$ cat src/rtl/iter_alu.sv
// iter_alu: execution ALU with single-cycle logic/arith ops and iterative SLL/SRL, valid/ready handshake; define ITER_ALU_FAST_SHIFT_EN for 4-bit shift steps
module iter_alu #(
  parameter int DATA_WIDTH  = 32,
  parameter int CTRL_WIDTH  = 3,
  parameter int SHAMT_WIDTH = 5
) (
  input  logic                  clk,
  input  logic                  rst_n,
  input  logic                  in_valid,
  output logic                  in_ready,
  input  logic [CTRL_WIDTH-1:0] alu_ctrl,
  input  logic [DATA_WIDTH-1:0] src_a,
  input  logic [DATA_WIDTH-1:0] src_b,
  output logic                  out_valid,
  input  logic                  out_ready,
  output logic [DATA_WIDTH-1:0] result,
  output logic                  zero
);
`ifdef ITER_ALU_FAST_SHIFT_EN
  localparam bit FAST = 1'b1;
`else
  localparam bit FAST = 1'b0;
`endif
  localparam logic [CTRL_WIDTH-1:0] OP_ADD = CTRL_WIDTH'(0);
  localparam logic [CTRL_WIDTH-1:0] OP_SUB = CTRL_WIDTH'(1);
  localparam logic [CTRL_WIDTH-1:0] OP_SLL = CTRL_WIDTH'(2);
  localparam logic [CTRL_WIDTH-1:0] OP_XOR = CTRL_WIDTH'(4);
  localparam logic [CTRL_WIDTH-1:0] OP_SRL = CTRL_WIDTH'(5);
  localparam logic [CTRL_WIDTH-1:0] OP_OR  = CTRL_WIDTH'(6);
  localparam logic [CTRL_WIDTH-1:0] OP_AND = CTRL_WIDTH'(7);

  typedef enum logic [1:0] {IDLE, SHIFT, DONE} state_t;

  state_t                 state;
  logic [DATA_WIDTH-1:0]  work, op_res, shifted;
  logic [SHAMT_WIDTH-1:0] cnt, step, shamt;
  logic                   left, accept, is_shift;

  assign in_ready = state == IDLE || (state == DONE && out_ready);
  assign accept   = in_valid && in_ready;
  assign shamt    = src_b[SHAMT_WIDTH-1:0];
  assign is_shift = alu_ctrl == OP_SLL || alu_ctrl == OP_SRL;

  // single-cycle ops; a shift only lands here with shamt 0, so it passes src_a through
  always_comb begin
    op_res = alu_ctrl == OP_ADD ? src_a + src_b :
             alu_ctrl == OP_SUB ? src_a - src_b :
             alu_ctrl == OP_XOR ? src_a ^ src_b :
             alu_ctrl == OP_OR  ? src_a | src_b :
             alu_ctrl == OP_AND ? src_a & src_b :
             is_shift           ? src_a : '0;
  end

  // one shift step: 4 bits while enough remain in fast mode, otherwise 1 bit
  always_comb begin
    step    = FAST && cnt >= SHAMT_WIDTH'(4) ? SHAMT_WIDTH'(4) : SHAMT_WIDTH'(1);
    shifted = left ? work << step : work >> step;
  end

  // handshake FSM with registered result/zero/out_valid
  always_ff @(posedge clk or negedge rst_n) begin
    if (!rst_n) begin
      state     <= IDLE;
      result    <= '0;
      zero      <= 1'b1;
      out_valid <= 1'b0;
      cnt       <= '0;
      work      <= '0;
      left      <= 1'b0;
    end else if (accept) begin
      if (is_shift && shamt != '0) begin
        state     <= SHIFT;
        cnt       <= shamt;
        work      <= src_a;
        left      <= alu_ctrl == OP_SLL;
        out_valid <= 1'b0;
      end else begin
        state     <= DONE;
        result    <= op_res;
        zero      <= op_res == '0;
        out_valid <= 1'b1;
      end
    end else if (state == SHIFT) begin
      work <= shifted;
      cnt  <= cnt - step;
      if (cnt == step) begin
        state     <= DONE;
        result    <= shifted;
        zero      <= shifted == '0;
        out_valid <= 1'b1;
      end
    end else if (state == DONE && out_ready) begin
      state     <= IDLE;
      out_valid <= 1'b0;
    end
  end
endmodule

$ cat config.mk
export PLATFORM = sky130hd
export DESIGN_NAME = iter_alu
export DESIGN_NICKNAME = d
export VERILOG_FILES = /design/src/rtl/iter_alu.sv
export SDC_FILE = /design/constraint.sdc
export NUM_CORES = 1
export LEC_CHECK = 0
export CAP_MARGIN = 20
export CORE_MARGIN = 5
export CORE_UTILIZATION = 25
export DETAILED_ROUTE_END_ITERATION = 8
export GPL_TIMING_DRIVEN = 0
export MAX_ROUTING_LAYER = met4
export PLACE_DENSITY = 0.54
export SETUP_SLACK_MARGIN = 0.02
export SYNTH_ARGS = -nofsm -noshare
export SYNTH_HDL_FRONTEND = slang
export SYNTH_SLANG_ARGS = --single-unit
$ cat constraint.sdc
create_clock -name clk -period 3.6 [get_ports clk]
set_clock_uncertainty 0.2 [all_clocks]
set_input_delay 0.54 -clock clk [delete_from_list [all_inputs] [get_ports clk]]
set_output_delay 0.54 -clock clk [all_outputs]
set_load 0.02 [all_outputs]
==> out/summary.json, run 1 <==
{
  "status": {
    "status": "complete, but fails checks",
    "violations": "negative setup slack"
  },
  "die": {
    "floorplan.core_area_um2": 38900,
    "die-width_um": 209,
    "starting_utilization_of_the_core_area_pct": 25.4,
    "die_height_um": 209,
    "floorplan.die_area_um2": 43600,
    "num_io_pins": 106,
    "placementRows": 72
  },
  "critical_path": {
    "cp.buffers_inverters": 3,
    "max_stage_delay_ns": 0.53,
    "cp-end-kind": "flip-flop",
    "crit_slowest_cell": "sky130_fd_sc_hd__or4b_1",
    "critical_path_required_ns": 3.66,
    "timing.critical_path.cells": "buf_6, inv_2, ha_4, buf_6, nor2_1, a221o_1, o21a_4, o311ai_4, o2111ai_4, and4_1, o32a_1, nor3_4, nand4_1, or4b_1, o21ai_1",
    "timing_worst_setup_path_type": "in2reg",
    "critPathTopFamily": "compound AO/OA/AOI/OAI gates",
    "critPathMaxFanout": 6,
    "cp_data_arrival_time_ns": 4.06,
    "critical_path.startpoint_type": "input port",
    "cpMostUsedCell": "sky130_fd_sc_hd__buf_6"
  },
  "sta": {
    "fin_ws_ns": -0.399,
    "worst_slew_margin_rel_pct": 42.4,
    "worst_slew_pin_tran_ns": 0.863,
    "achievable-frequency_mhz": 250,
    "final.min_clock_period_ns": 4.00,
    "final_hold_viol_count": 0,
    "setup_repair_after_global_routing_missed_its_margin": "yes",
    "timing.final.crit_share_pct": 111,
    "timing.final.setup_violations": 2,
    "slew_viol_final": 0
  },
  "final_layout": {
    "design.final.nets": 1747,
    "layout.cells.most_common_list": "sky130_fd_sc_hd__nand2_1 (139), sky130_fd_sc_hd__o21ai_0 (125), sky130_fd_sc_hd__buf_4 (106)",
    "post_route_cells_drive_above_1_share_pct": 25.3,
    "sequential_cell_area_um2": 1830,
    "num_antenna_cells": 0,
    "post-route-util_pct": 36.3,
    "multi_input_area_um2": 8590,
    "leading_cell_type_in_the_layout_fill_and_taps_excluded": "sky130_fd_sc_hd__nand2_1",
    "fillerInstances": 4115,
    "syn2layout_area_growth_pct": 42.8
  },
  "route": {
    "vias": 12000,
    "drt-wirelength-per-cell_um": 23.4,
    "route.antenna.remaining_nets": 0,
    "drt_first_pass_iters": 6,
    "final_routed_wirelength_mm": 49.2,
    "drt_first_iter_violations": 1424,
    "route.detailed.vias_per_inst": 5.72,
    "drc": 0
  },
  "clock_network": {
    "clk_pin_slew_ns": 0.06,
    "cts.path.max_buffers": 2,
    "tritoncts_clock_tree": "built",
    "clock_insertion_delay_worst_skew_ns": 0.34,
    "cts_root_buf": "sky130_fd_sc_hd__clkbuf_16",
    "cts_max_level": 3,
    "clock-sinks": 73,
    "cts_inserted_buffers": 9
  },
  "grt": {
    "grt_start_max_net_pins": 54,
    "overflow": 0,
    "antenna_found_initial": 0,
    "grt_pass1_vias": 11800,
    "first_pass_grt_wire_length_mm": 73.2,
    "global_route.usage.total_pct": 22.0
  },
  "logic_synthesis": {
    "post_synthesis_compound_gate_area_fraction_pct": 33.5,
    "dominant_combinational_cell_family_by_area_after_synthesis": "compound AO/OA/AOI/OAI gates",
    "postSynth.topFlopCell": "sky130_fd_sc_hd__dfrtp_1",
    "synth_enable_flop_cells": 0,
    "synth_sequential_area_ratio_pct": 18.5,
    "ys_warn_count": 0,
    "synth_seq_cells": 73,
    "post_synthesis_instance_area_um2": 9880,
    "synth_mux_area_share_pct": 5.13,
    "synth_nets": 1544,
    "synthAdderAreaFrac_pct": 12.7,
    "synth.avg_cell_area_um2": 7.19,
    "synth.lib_cells_used.distinct": 87,
    "async_reset_ff_share_pct": 100,
    "synth_cells": 1374,
    "yosys.area_share.xor_xnor_pct": 1.06,
    "synth-simple-area-share_pct": 21.3
  },
  "pwr": {
    "power.ir.vdd_worst_mv": 0.277,
    "pwr_density_cell_nw_per_um2": 454,
    "leakagePower_uw": 0.00570,
    "power.total_uw": 6410
  },
  "hold_path": {
    "hold_path.class": "reg2reg"
  },
  "run": {
    "drv.max_cap_violation_count": 0
  },
  "placed_design": {
    "dpl.hpwl_mm": 37.7,
    "buffer_ports.inserted": 104,
    "place.gp.congestion": 0.991
  }
}
tightest hold or removal path, stage by stage (launching register included):
cell and delay, ns:
sky130_fd_sc_hd__dfrtp_1 0.34, sky130_fd_sc_hd__nand2_1 0.05, sky130_fd_sc_hd__o21ai_0 0.06
path summary, 6_finish.rpt:
check,startpoint,to,slack (ns),cells past startpoint
setup reg to reg,out_valid,zero,0.12,11
max in group asynchronous,rst_n,zero,2.14,3
hold / removal,result[5],result[5],0.28,2
setup / recovery,src_a[3],zero,-0.40,15
hold reg to reg,result[5],result[5],0.28,2
min in group asynchronous,rst_n,cnt[0],0.44,2
layer usage:
| layer | share of wire (%) | track usage, % | up-vias |
|---|---|---|---|
| met1 | 42 | 28.6 | 5788 |
| met2 | 46 | 35.1 | 689 |
| met5 | 0 | - | - |
| met4 | 2.6 | 6.59 | 0 |
| li1 | - | - | 5445 |
| met3 | 8.9 | 4.00 | 96 |
per-stage QoR:
| step | TNS (ns) | instances | setup WS [ns] | instance area [um^2] | hold WS [ns] |
|---|---|---|---|---|---|
| detailed placement | -43.89 | 1997 | -1.83 | 11700 | 0.260 |
| global route | -0.969 | 2100 | -0.535 | 14100 | 0.304 |
| global placement | -112.76 | 1996 | -1.80 | 11600 | 0.264 |
| CTS | -0.591 | 2082 | -0.432 | 13700 | 0.285 |
| floorplan | -0.218 | 1374 | -0.175 | 9950 | 0.0444 |
| finish | -0.528 | 2100 | -0.399 | 14100 | 0.277 |
state kept, by name, summed over array words and instances, names as in the netlist:
name / flops
result: 32
work: 32
cnt: 5
zero: 1
left: 1
out_valid: 1
state: 1
logic make-up (layout without fill, tap and decap cells):
group | after synthesis | count (layout)
compound gates | 506 | 506
xor+xnor | 12 | 12
fa+ha+maj | 99 | 99
buf+inv | 196 | 404
flops | 73 | 73
mux | 50 | 50
simple gates | 438 | 438
cells in the mapped netlist (6+ instances only):
library cell,n,area [um^2]
sky130_fd_sc_hd__nor2_1,113,424
sky130_fd_sc_hd__a21o_1,19,143
sky130_fd_sc_hd__nor4_1,19,119
sky130_fd_sc_hd__nor3_1,29,145
sky130_fd_sc_hd__o221ai_1,6,52.6
sky130_fd_sc_hd__o22ai_1,11,68.8
sky130_fd_sc_hd__nand3_1,16,80.1
sky130_fd_sc_hd__o21a_1,11,82.6
sky130_fd_sc_hd__o31a_1,7,61.3
sky130_fd_sc_hd__o21ai_0,156,781
sky130_fd_sc_hd__o31ai_1,15,113
sky130_fd_sc_hd__a211oi_1,16,120
sky130_fd_sc_hd__mux2i_1,45,450
sky130_fd_sc_hd__a22oi_1,24,180
sky130_fd_sc_hd__xnor2_1,12,105
sky130_fd_sc_hd__a221oi_1,8,70.1
sky130_fd_sc_hd__nor2b_1,22,138
sky130_fd_sc_hd__buf_1,10,37.5
sky130_fd_sc_hd__a31oi_1,11,68.8
sky130_fd_sc_hd__or3_1,12,75.1
sky130_fd_sc_hd__nand4_1,16,100
sky130_fd_sc_hd__inv_1,100,375
sky130_fd_sc_hd__buf_2,15,75.1
sky130_fd_sc_hd__a2111oi_0,11,96.3
sky130_fd_sc_hd__nand2b_1,18,113
sky130_fd_sc_hd__clkbuf_1,67,251
sky130_fd_sc_hd__a211o_1,6,52.6
sky130_fd_sc_hd__dfrtp_1,72,1800
sky130_fd_sc_hd__nand2_1,144,541
sky130_fd_sc_hd__ha_1,97,1210
sky130_fd_sc_hd__and2_1,6,37.5
sky130_fd_sc_hd__or2_2,9,56.3
sky130_fd_sc_hd__o311ai_0,7,61.3
sky130_fd_sc_hd__a21oi_1,111,556
sky130_fd_sc_hd__o211ai_1,22,165
power breakdown:
part | internal [uW] | switching (uW)
logic | 1580 | 2350
clock network | 609 | 361
registers | 1190 | 316
total | 3380 | 3030
repair_timing:
item                                   CTS  global route
pin swaps                               87            47
setup buffers                           78            18
resized for setup                      438            97
endpoints found under the hold margin   20             0
hold buffers                             1             0
setup endpoints to repair               59            51
layout make-up:
class                   count  share of cell area (%)
plain buffers              85                    3.91
flip-flops and latches     73                    12.9
multi-input cells        1105                    60.9
well taps                 518                    4.59
inverters                 101                    2.85
clock inverters             6                   0.656
clock buffers              10                    1.62
repair buffers            202                    12.5
(Power assumes the default switching activity.)
==> inputs of run 2 (changes only) <==
Settings changed: CTS_CLUSTER_SIZE from default to 16, DONT_BUFFER_PORTS from default to 1, PLACE_DENSITY 0.54 to 0.5.
==> run 2 against run 1 <==
  * The flow still finishes with violations (negative setup slack)
  * Clock-buffer cell count up 1
  * Total power is 12% lower
  * Hold slack got worse by 0.050 ns
  * Die area is the same
  * Sequential share of layout area up 2.7 points
  * Sequential cell count is the same
  * Critical path type unchanged
  * Highest routed layer unchanged
==> out/summary.json, run 2 (synthesized netlist as in run 1, its figures left out) <==
{
  "grt": {
    "first_pass_grt_wire_length": {"value": 70.3, "unit": "mm", "change": "was 73.2 mm"},
    "overflow": {"value": 0, "change": "unchanged"},
    "global_route.usage.total": {"value": 21.4, "unit": "%", "change": "was 22.0%"},
    "grt_start_max_net_pins": {"value": 74, "change": "was 54"},
    "grt_pass1_vias": {"value": 10700, "change": "was 11800"},
    "antenna_found_initial": {"value": 2, "change": "was 0"}
  },
  "status": {
    "status": {"value": "complete, but fails checks", "change": "unchanged"},
    "violations": {"value": "negative setup slack", "change": "unchanged"}
  },
  "pwr": {
    "power.ir.vdd_worst": {"value": 0.225, "unit": "mV", "change": "was 0.277 mV"},
    "sequential_share_of_power": {"value": 31.8, "unit": "%", "change": "was 23.6%"},
    "switching_share": {"value": 49.6, "unit": "%", "change": "was 47.3%"},
    "leakagePower": {"value": 0.00475, "unit": "uW", "change": "was 0.00570 uW"},
    "internal_portion_of_total_power": {"value": 2840, "unit": "uW", "change": "was 3380 uW"},
    "power.share.combinational": {"value": 50.5, "unit": "%", "change": "was 61.3%"},
    "reported_net_switching_power": {"value": 2790, "unit": "uW", "change": "was 3030 uW"},
    "power_frac_clock": {"value": 17.7, "unit": "%", "change": "was 15.1%"},
    "pwr_density_cell": {"value": 480, "unit": "nW/um^2", "change": "was 454 nW/um^2"}
  },
  "critical_path": {
    "crit_slowest_cell": {"value": "sky130_fd_sc_hd__or4b_1", "change": "unchanged"},
    "critical_path.reg2reg.endpoint": {"value": "zero", "change": "unchanged"},
    "critPathMaxFanout": {"value": 10, "change": "was 6"},
    "critical_path_required": {"value": 3.67, "unit": "ns", "change": "was 3.66 ns"},
    "timing.reg2reg.setup_slack": {"value": -0.24, "unit": "ns", "change": "was 0.12 ns"},
    "critPathTopFamily": {"value": "buffers and inverters", "change": "was compound AO/OA/AOI/OAI gates"},
    "r2r_cells": {"value": 11, "change": "unchanged"},
    "cpMostUsedCell": {"value": "sky130_fd_sc_hd__buf_2", "change": "was sky130_fd_sc_hd__buf_6"},
    "cp_data_arrival_time": {"value": 4.01, "unit": "ns", "change": "was 4.06 ns"},
    "cp-end-kind": {"value": "flip-flop", "change": "unchanged"},
    "max_stage_delay": {"value": 0.54, "unit": "ns", "change": "was 0.53 ns"},
    "critical_path.startpoint_type": {"value": "input port", "change": "unchanged"},
    "cp.buffers_inverters": {"value": 6, "change": "was 3"},
    "critical_path.reg2reg.startpoint": {"value": "out_valid", "change": "unchanged"},
    "timing.critical_path.cells": {"value": "buf_6, clkbuf_2, buf_2, clkbuf_2, buf_2, buf_2, o21ai_0, a22oi_1, o21ai_0, nor3_2, nand4b_1, or4b_1, o21ai_1", "change": "was buf_6, inv_2, ha_4, buf_6, nor2_1, a221o_1, o21a_4, o311ai_4, o2111ai_4, and4_1, o32a_1, nor3_4, nand4_1, or4b_1, o21ai_1"},
    "timing_worst_setup_path_type": {"value": "in2reg", "change": "unchanged"}
  },
  "route": {
    "drt_first_pass_iters": {"value": 7, "change": "was 6"},
    "vias": {"value": 11100, "change": "was 12000"},
    "route.antenna.remaining_nets": {"value": 0, "change": "unchanged"},
    "drt-wirelength-per-cell": {"value": 24.5, "unit": "um", "change": "was 23.4 um"},
    "drt_first_iter_violations": {"value": 1298, "change": "was 1424"},
    "route.detailed.vias_per_inst": {"value": 5.75, "change": "was 5.72"},
    "final_routed_wirelength": {"value": 47.5, "unit": "mm", "change": "was 49.2 mm"},
    "drc": {"value": 0, "change": "unchanged"}
  },
  "clock_network": {
    "cts.path.max_buffers": {"value": 2, "change": "unchanged"},
    "tritoncts_clock_tree": {"value": "built", "change": "unchanged"},
    "cts_max_level": {"value": 3, "change": "unchanged"},
    "clock_insertion_delay_worst_skew": {"value": 0.34, "unit": "ns", "change": "about the same"},
    "clk_pin_slew": {"value": 0.06, "unit": "ns", "change": "about the same"},
    "cts_root_buf": {"value": "sky130_fd_sc_hd__clkbuf_16", "change": "unchanged"},
    "cts_inserted_buffers": {"value": 9, "change": "unchanged"},
    "clock-sinks": {"value": 73, "change": "unchanged"}
  },
  "sta": {
    "finalHoldWorstSlack": {"value": 0.226, "unit": "ns", "change": "was 0.277 ns"},
    "timing.final.setup_violations": {"value": 2, "change": "unchanged"},
    "final.min_clock_period": {"value": 3.94, "unit": "ns", "change": "was 4.00 ns"},
    "slew_viol_final": {"value": 0, "change": "unchanged"},
    "achievable-frequency": {"value": 254, "unit": "MHz", "change": "was 250 MHz"},
    "worst_slew_margin_rel": {"value": 34.7, "unit": "%", "change": "was 42.4%"},
    "fin_ws": {"value": -0.338, "unit": "ns", "change": "was -0.399 ns"},
    "timing.final.crit_share": {"value": 109, "unit": "%", "change": "was 111%"},
    "setup_repair_after_global_routing_missed_its_margin": {"value": "yes", "change": "unchanged"},
    "worst_slew_pin_tran": {"value": 0.975, "unit": "ns", "change": "was 0.863 ns"},
    "final_hold_viol_count": {"value": 0, "change": "unchanged"}
  },
  "hold_path": {
    "holdPathStages": {"value": 2, "change": "unchanged"},
    "timing.hold.worst_endpoint": {"value": "work[31]", "change": "was result[5]"},
    "hold_path.startpoint": {"value": "src_a[31]", "change": "was result[5]"},
    "hold_path.class": {"value": "in2reg", "change": "was reg2reg"}
  },
  "final_layout": {
    "syn2layout_area_growth": {"value": 18.6, "unit": "%", "change": "was 42.8%"},
    "design.final.nets": {"value": 1582, "change": "was 1747"},
    "layoutNonFillerInstCount": {"value": 1936, "change": "was 2100"},
    "leading_cell_type_in_the_layout_fill_and_taps_excluded": {"value": "sky130_fd_sc_hd__nand2_1", "change": "unchanged"},
    "fillerInstances": {"value": 4262, "change": "was 4115"},
    "layout.cells.most_common_list": {"value": "sky130_fd_sc_hd__nand2_1 (143), sky130_fd_sc_hd__o21ai_0 (137), sky130_fd_sc_hd__nor2_1 (110)", "change": "was sky130_fd_sc_hd__nand2_1 (139), sky130_fd_sc_hd__o21ai_0 (125), sky130_fd_sc_hd__buf_4 (106)"},
    "final_design_area_no_fill": {"value": 11700, "unit": "um^2", "change": "was 14100 um^2"},
    "largestRegisters": {"value": "result (32), work (32), cnt (5)", "change": "unchanged"},
    "post_route_cells_drive_above_1_share": {"value": 13.3, "unit": "%", "change": "was 25.3%"}
  },
  "die": {
    "die-width": {"value": 209, "unit": "um", "change": "unchanged"},
    "num_io_pins": {"value": 106, "change": "unchanged"},
    "placementRows": {"value": 72, "change": "unchanged"},
    "starting_utilization_of_the_core_area": {"value": 25.4, "unit": "%", "change": "unchanged"},
    "floorplan.core_area": {"value": 38900, "unit": "um^2", "change": "unchanged"},
    "die_height": {"value": 209, "unit": "um", "change": "unchanged"},
    "floorplan.die_area": {"value": 43600, "unit": "um^2", "change": "unchanged"}
  },
  "placed_design": {
    "placed_cells": {"value": 1892, "change": "was 1997"},
    "dpl.hpwl": {"value": 37.8, "unit": "mm", "change": "was 37.7 mm"},
    "placedInstanceArea": {"value": 10600, "unit": "um^2", "change": "was 11700 um^2"},
    "place.gp.congestion": {"value": 0.976, "change": "was 0.991"},
    "buffer_ports.inserted": {"value": 0, "change": "was 104"}
  },
  "run": {
    "drv.max_cap_violation_count": {"value": 0, "change": "unchanged"}
  }
}
[run 2: cell types whose count changed in the layout (fill, tap and decap cells not counted), moves of 10 or more]
cell,delta
sky130_fd_sc_hd__buf_4,-81
sky130_fd_sc_hd__o21ai_2,-10
sky130_fd_sc_hd__a21oi_1,+11
sky130_fd_sc_hd__inv_1,+25
sky130_fd_sc_hd__o21ai_0,+12
sky130_fd_sc_hd__dlygate4sd2_1,-10
sky130_fd_sc_hd__clkbuf_1,+12
sky130_fd_sc_hd__ha_4,-20
sky130_fd_sc_hd__inv_2,-21
sky130_fd_sc_hd__clkdlybuf4s50_1,-53
sky130_fd_sc_hd__ha_1,+22
sky130_fd_sc_hd__buf_6,-10
sky130_fd_sc_hd__a21oi_4,-12
[run 2: layer usage]
metal / up-vias / wire length, um / track usage [%]
li1: 5091 / - / -
met1: 5430 / 20600 / 28.3
met2: 527 / 21600 / 34.1
met3: 77 / 4040 / 3.79
met4: 0 / 1180 / 5.00
met5: - / 0 / -
[run 2: worst max-delay path by stage]
| stage | from | end | cells past startpoint |
|---|---|---|---|
| after floorplan | src_b[1] | zero | 13 |
| after global placement | alu_ctrl[0] | zero | 13 |
| after detailed placement | alu_ctrl[0] | zero | 13 |
| after CTS | src_b[1] | zero | 14 |
| after global routing | src_b[1] | zero | 14 |
| final | alu_ctrl[0] | zero | 13 |
[run 2: what timing repair did]
action                     4_1_cts  5_1_grt
gates cloned                     0        1
setup endpoints to repair       15       10
gates resized for setup         78       74
buffers inserted                17        7
hold buffers                     2        0
hold endpoints to repair        73        0
pin swaps                       24       33
[run 2: cell type report]
cell class / instances / area (um^2) / area share [%]
repair buffers: 27 / 239 / 2.04
inverters: 101 / 387 / 3.30
clock buffers: 11 / 253 / 2.16
multi-input cells: 1105 / 7830 / 66.8
diodes: 1 / 2.50 / 0.0214
plain buffers: 95 / 452 / 3.85
flip-flops and latches: 73 / 1830 / 15.6
well taps: 518 / 648 / 5.53
clock inverters: 5 / 77.6 / 0.662
[run 2: power groups by stage]
| stage | clock network (uW) | registers, uW | logic [uW] |
|---|---|---|---|
| after CTS | 1010 | 1810 | 2720 |
| after detailed placement | 0 | 1820 | 2590 |
| final | 994 | 1790 | 2840 |
| after global routing | 1040 | 1850 | 3110 |
| after floorplan | 0 | 1650 | 1860 |
| after global placement | 0 | 1810 | 2570 |
[run 2: stage by stage]
step / total power (uW) / utilization (%) / setup slack (ns) / TNS [ns]
after floorplan: 3510 / - / -0.175 / -0.218
after global placement: 4380 / 27.2 / -1.36 / -12.36
after detailed placement: 4410 / 27.2 / -1.27 / -12.72
after CTS: 5540 / 29.3 / -0.311 / -0.432
after global routing: 6010 / 30.1 / -0.435 / -0.672
final: 5620 / 30.1 / -0.338 / -0.353
==> inputs of run 3 (changes only) <==
Settings changed: CORE_MARGIN 5 to 2, CTS_BUF_LIST from default to sky130_fd_sc_hd__clkbuf_4, SLEW_MARGIN from default to 20.
==> run 3 against run 2 <==
  * The flow still finishes with violations (negative setup slack)
  * First-iteration DRC count shrank 7.5%
  * Combinational power shrank 2%
  * Global-route usage grew 1.8 points
  * Largest cell class unchanged
  * Largest power group unchanged
==> out/summary.json, run 3 (synthesized netlist as in run 1, its figures left out) <==
{
  "sta": {
    "fin_ws": {"value": -0.251, "unit": "ns", "change": "was -0.338 ns"},
    "worst_slew_pin_tran": {"value": 0.928, "unit": "ns", "change": "was 0.975 ns"},
    "finalHoldWorstSlack": {"value": 0.0871, "unit": "ns", "change": "was 0.226 ns"},
    "worst_slew_margin_rel": {"value": 37.9, "unit": "%", "change": "was 34.7%"},
    "timing.final.setup_violations": {"value": 1, "change": "was 2"},
    "setup_repair_after_global_routing_missed_its_margin": {"value": "yes", "change": "unchanged"},
    "achievable-frequency": {"value": 260, "unit": "MHz", "change": "was 254 MHz"},
    "final.min_clock_period": {"value": 3.85, "unit": "ns", "change": "was 3.94 ns"},
    "slew_viol_final": {"value": 0, "change": "unchanged"},
    "timing.final.crit_share": {"value": 107, "unit": "%", "change": "was 109%"},
    "final_hold_viol_count": {"value": 0, "change": "unchanged"}
  },
  "route": {
    "vias": {"value": 11100, "change": "about the same"},
    "drt-wirelength-per-cell": {"value": 24.5, "unit": "um", "change": "about the same"},
    "drc": {"value": 0, "change": "unchanged"},
    "drt_first_iter_violations": {"value": 1201, "change": "was 1298"},
    "route.antenna.remaining_nets": {"value": 0, "change": "unchanged"},
    "drt_first_pass_iters": {"value": 6, "change": "was 7"},
    "route.detailed.vias_per_inst": {"value": 5.75, "change": "about the same"},
    "final_routed_wirelength": {"value": 47.1, "unit": "mm", "change": "was 47.5 mm"}
  },
  "clock_network": {
    "cts.path.max_buffers": {"value": 2, "change": "unchanged"},
    "clk_pin_slew": {"value": 0.12, "unit": "ns", "change": "was 0.06 ns"},
    "tritoncts_clock_tree": {"value": "built", "change": "unchanged"},
    "clock_insertion_delay_worst_skew": {"value": 0.45, "unit": "ns", "change": "was 0.34 ns"},
    "cts_inserted_buffers": {"value": 9, "change": "unchanged"},
    "clock-sinks": {"value": 73, "change": "unchanged"},
    "cts_max_level": {"value": 3, "change": "unchanged"},
    "cts_root_buf": {"value": "sky130_fd_sc_hd__clkbuf_4", "change": "was sky130_fd_sc_hd__clkbuf_16"}
  },
  "final_layout": {
    "design.final.nets": {"value": 1571, "change": "was 1582"},
    "multi_input_area": {"value": 7680, "unit": "um^2", "change": "was 7830 um^2"},
    "sequential_cell_area": {"value": 1830, "unit": "um^2", "change": "unchanged"},
    "layoutNonFillerInstCount": {"value": 1925, "change": "was 1936"},
    "post_route_cells_drive_above_1_share": {"value": 11.8, "unit": "%", "change": "was 13.3%"},
    "layout.cells.most_common_list": {"value": "sky130_fd_sc_hd__nand2_1 (143), sky130_fd_sc_hd__o21ai_0 (142), sky130_fd_sc_hd__nor2_1 (109)", "change": "was sky130_fd_sc_hd__nand2_1 (143), sky130_fd_sc_hd__o21ai_0 (137), sky130_fd_sc_hd__nor2_1 (110)"},
    "fillerInstances": {"value": 4234, "change": "was 4262"},
    "largestRegisters": {"value": "result (32), work (32), cnt (5)", "change": "unchanged"},
    "final_design_area_no_fill": {"value": 11300, "unit": "um^2", "change": "was 11700 um^2"},
    "syn2layout_area_growth": {"value": 14.5, "unit": "%", "change": "was 18.6%"},
    "leading_cell_type_in_the_layout_fill_and_taps_excluded": {"value": "sky130_fd_sc_hd__nand2_1", "change": "unchanged"}
  },
  "grt": {
    "antenna_found_initial": {"value": 2, "change": "unchanged"},
    "overflow": {"value": 0, "change": "unchanged"},
    "first_pass_grt_wire_length": {"value": 70.1, "unit": "mm", "change": "was 70.3 mm"},
    "grt_pass1_vias": {"value": 10600, "change": "was 10700"},
    "grt_start_max_net_pins": {"value": 74, "change": "unchanged"},
    "global_route.usage.total": {"value": 23.2, "unit": "%", "change": "was 21.4%"}
  },
  "critical_path": {
    "cp-end-kind": {"value": "flip-flop", "change": "unchanged"},
    "critPathMaxFanout": {"value": 10, "change": "unchanged"},
    "cp.buffers_inverters": {"value": 6, "change": "unchanged"},
    "critPathTopFamily": {"value": "buffers and inverters", "change": "unchanged"},
    "cpMostUsedCell": {"value": "sky130_fd_sc_hd__buf_2", "change": "unchanged"},
    "timing_worst_setup_path_type": {"value": "in2reg", "change": "unchanged"},
    "critical_path_required": {"value": 3.79, "unit": "ns", "change": "was 3.67 ns"},
    "max_stage_delay": {"value": 0.55, "unit": "ns", "change": "was 0.54 ns"},
    "cp_data_arrival_time": {"value": 4.04, "unit": "ns", "change": "was 4.01 ns"},
    "critical_path.startpoint_type": {"value": "input port", "change": "unchanged"},
    "critical_path.reg2reg.endpoint": {"value": "zero", "change": "unchanged"},
    "crit_slowest_cell": {"value": "sky130_fd_sc_hd__or4b_1", "change": "unchanged"},
    "timing.critical_path.cells": {"value": "buf_6, buf_2, buf_2, buf_4, clkbuf_4, clkbuf_2, o21ai_0, a22oi_1, o221ai_1, nor3_2, nand4_1, or4b_1, o21ai_1", "change": "was buf_6, clkbuf_2, buf_2, clkbuf_2, buf_2, buf_2, o21ai_0, a22oi_1, o21ai_0, nor3_2, nand4b_1, or4b_1, o21ai_1"},
    "critPathLaunch": {"value": "alu_ctrl[0]", "change": "unchanged"},
    "timing.reg2reg.setup_slack": {"value": -0.16, "unit": "ns", "change": "was -0.24 ns"},
    "critical_path.reg2reg.startpoint": {"value": "out_valid", "change": "unchanged"},
    "r2r_cells": {"value": 11, "change": "unchanged"}
  },
  "run": {
    "drv.max_cap_violation_count": {"value": 0, "change": "unchanged"}
  },
  "hold_path": {
    "hold_path.class": {"value": "in2reg", "change": "unchanged"},
    "holdPathStages": {"value": 2, "change": "unchanged"},
    "timing.hold.worst_endpoint": {"value": "cnt[0]", "change": "was work[31]"},
    "hold_path.startpoint": {"value": "src_b[0]", "change": "was src_a[31]"}
  },
  "die": {
    "die_height": {"value": 203, "unit": "um", "change": "was 209 um"},
    "die-width": {"value": 203, "unit": "um", "change": "was 209 um"},
    "starting_utilization_of_the_core_area": {"value": 25.5, "unit": "%", "change": "was 25.4%"},
    "floorplan.die_area": {"value": 41100, "unit": "um^2", "change": "was 43600 um^2"},
    "floorplan.core_area": {"value": 38800, "unit": "um^2", "change": "was 38900 um^2"},
    "placementRows": {"value": 72, "change": "unchanged"},
    "num_io_pins": {"value": 106, "change": "unchanged"}
  },
  "placed_design": {
    "placedInstanceArea": {"value": 10600, "unit": "um^2", "change": "unchanged"},
    "dpl.hpwl": {"value": 37.6, "unit": "mm", "change": "was 37.8 mm"},
    "buffer_ports.inserted": {"value": 0, "change": "unchanged"},
    "place.gp.congestion": {"value": 0.979, "change": "was 0.976"},
    "placed_cells": {"value": 1892, "change": "unchanged"}
  },
  "pwr": {
    "pwr_density_cell": {"value": 462, "unit": "nW/um^2", "change": "was 480 nW/um^2"},
    "power.ir.vdd_worst": {"value": 0.173, "unit": "mV", "change": "was 0.225 mV"},
    "leakagePower": {"value": 0.00459, "unit": "uW", "change": "was 0.00475 uW"}
  },
  "status": {
    "violations": {"value": "negative setup slack", "change": "unchanged"},
    "status": {"value": "complete, but fails checks", "change": "unchanged"}
  }
}
==> run 3: changes by cell type in the layout (fill, tap and decap cells not counted), moves of 3 or more <==
cell / delta
sky130_fd_sc_hd__a2111oi_1: +3
sky130_fd_sc_hd__buf_4: -3
sky130_fd_sc_hd__clkbuf_1: -3
sky130_fd_sc_hd__clkbuf_16: -9
sky130_fd_sc_hd__clkbuf_4: +8
sky130_fd_sc_hd__clkinv_1: +3
sky130_fd_sc_hd__ha_2: +3
sky130_fd_sc_hd__nor3_2: +3
sky130_fd_sc_hd__o21ai_0: +5
sky130_fd_sc_hd__o21ai_1: -3
==> run 3: layout make-up <==
class / count / share of cell area (%)
clock buffer: 9 / 0.597
inverter: 101 / 3.38
tap: 518 / 5.73
buffer: 90 / 3.72
clock inverter: 7 / 0.962
timing repair buffer: 21 / 1.59
sequential: 73 / 16.2
antenna: 1 / 0.0221
multi-input combinational: 1105 / 67.8
==> run 3: how the worst max path moves through the flow <==
stage                end  depth (start not counted)
floorplan           zero                         13
global placement    zero                         14
detailed placement  zero                         13
CTS                 zero                         14
global route        zero                         13
finish              zero                         13
==> run 3: timing repair <==
| action | 4_1_cts | 5_1_grt |
|---|---|---|
| setup endpoints to repair | 15 | 8 |
| hold buffers | 2 | 0 |
| setup buffers | 11 | 8 |
| cloned | 0 | 0 |
| hold endpoints to repair | 73 | 0 |
| resized for setup | 54 | 62 |
| pin swaps | 12 | 14 |
==> run 3: stage by stage <==
step           TNS, ns  setup slack (ns)  utilization, %  power [uW]
2_1_floorplan   -0.218            -0.175               -        3510
3_3_place_gp    -16.46             -1.38            27.3        4380
3_5_place_dp    -15.95             -1.42            27.3        4410
4_1_cts         -0.434            -0.267            28.6        5150
5_1_grt         -0.339            -0.324            29.1        5620
6_report        -0.251            -0.251            29.1        5230
==> run 3: report_power, final <==
group / switching (uW) / leakage, uW / internal, uW
clock network: 316 / 0.0000887 / 345
logic: 1820 / 0.00368 / 978
registers: 587 / 0.000818 / 1190
total: 2720 / 0.00459 / 2510
==> run 3: per-layer routing <==
layer | GRT usage, % | share of wire, %
met1 | 31.1 | 44
met5 | - | 0
met4 | 6.47 | 2.9
met3 | 3.35 | 7.9
met2 | 36.4 | 45
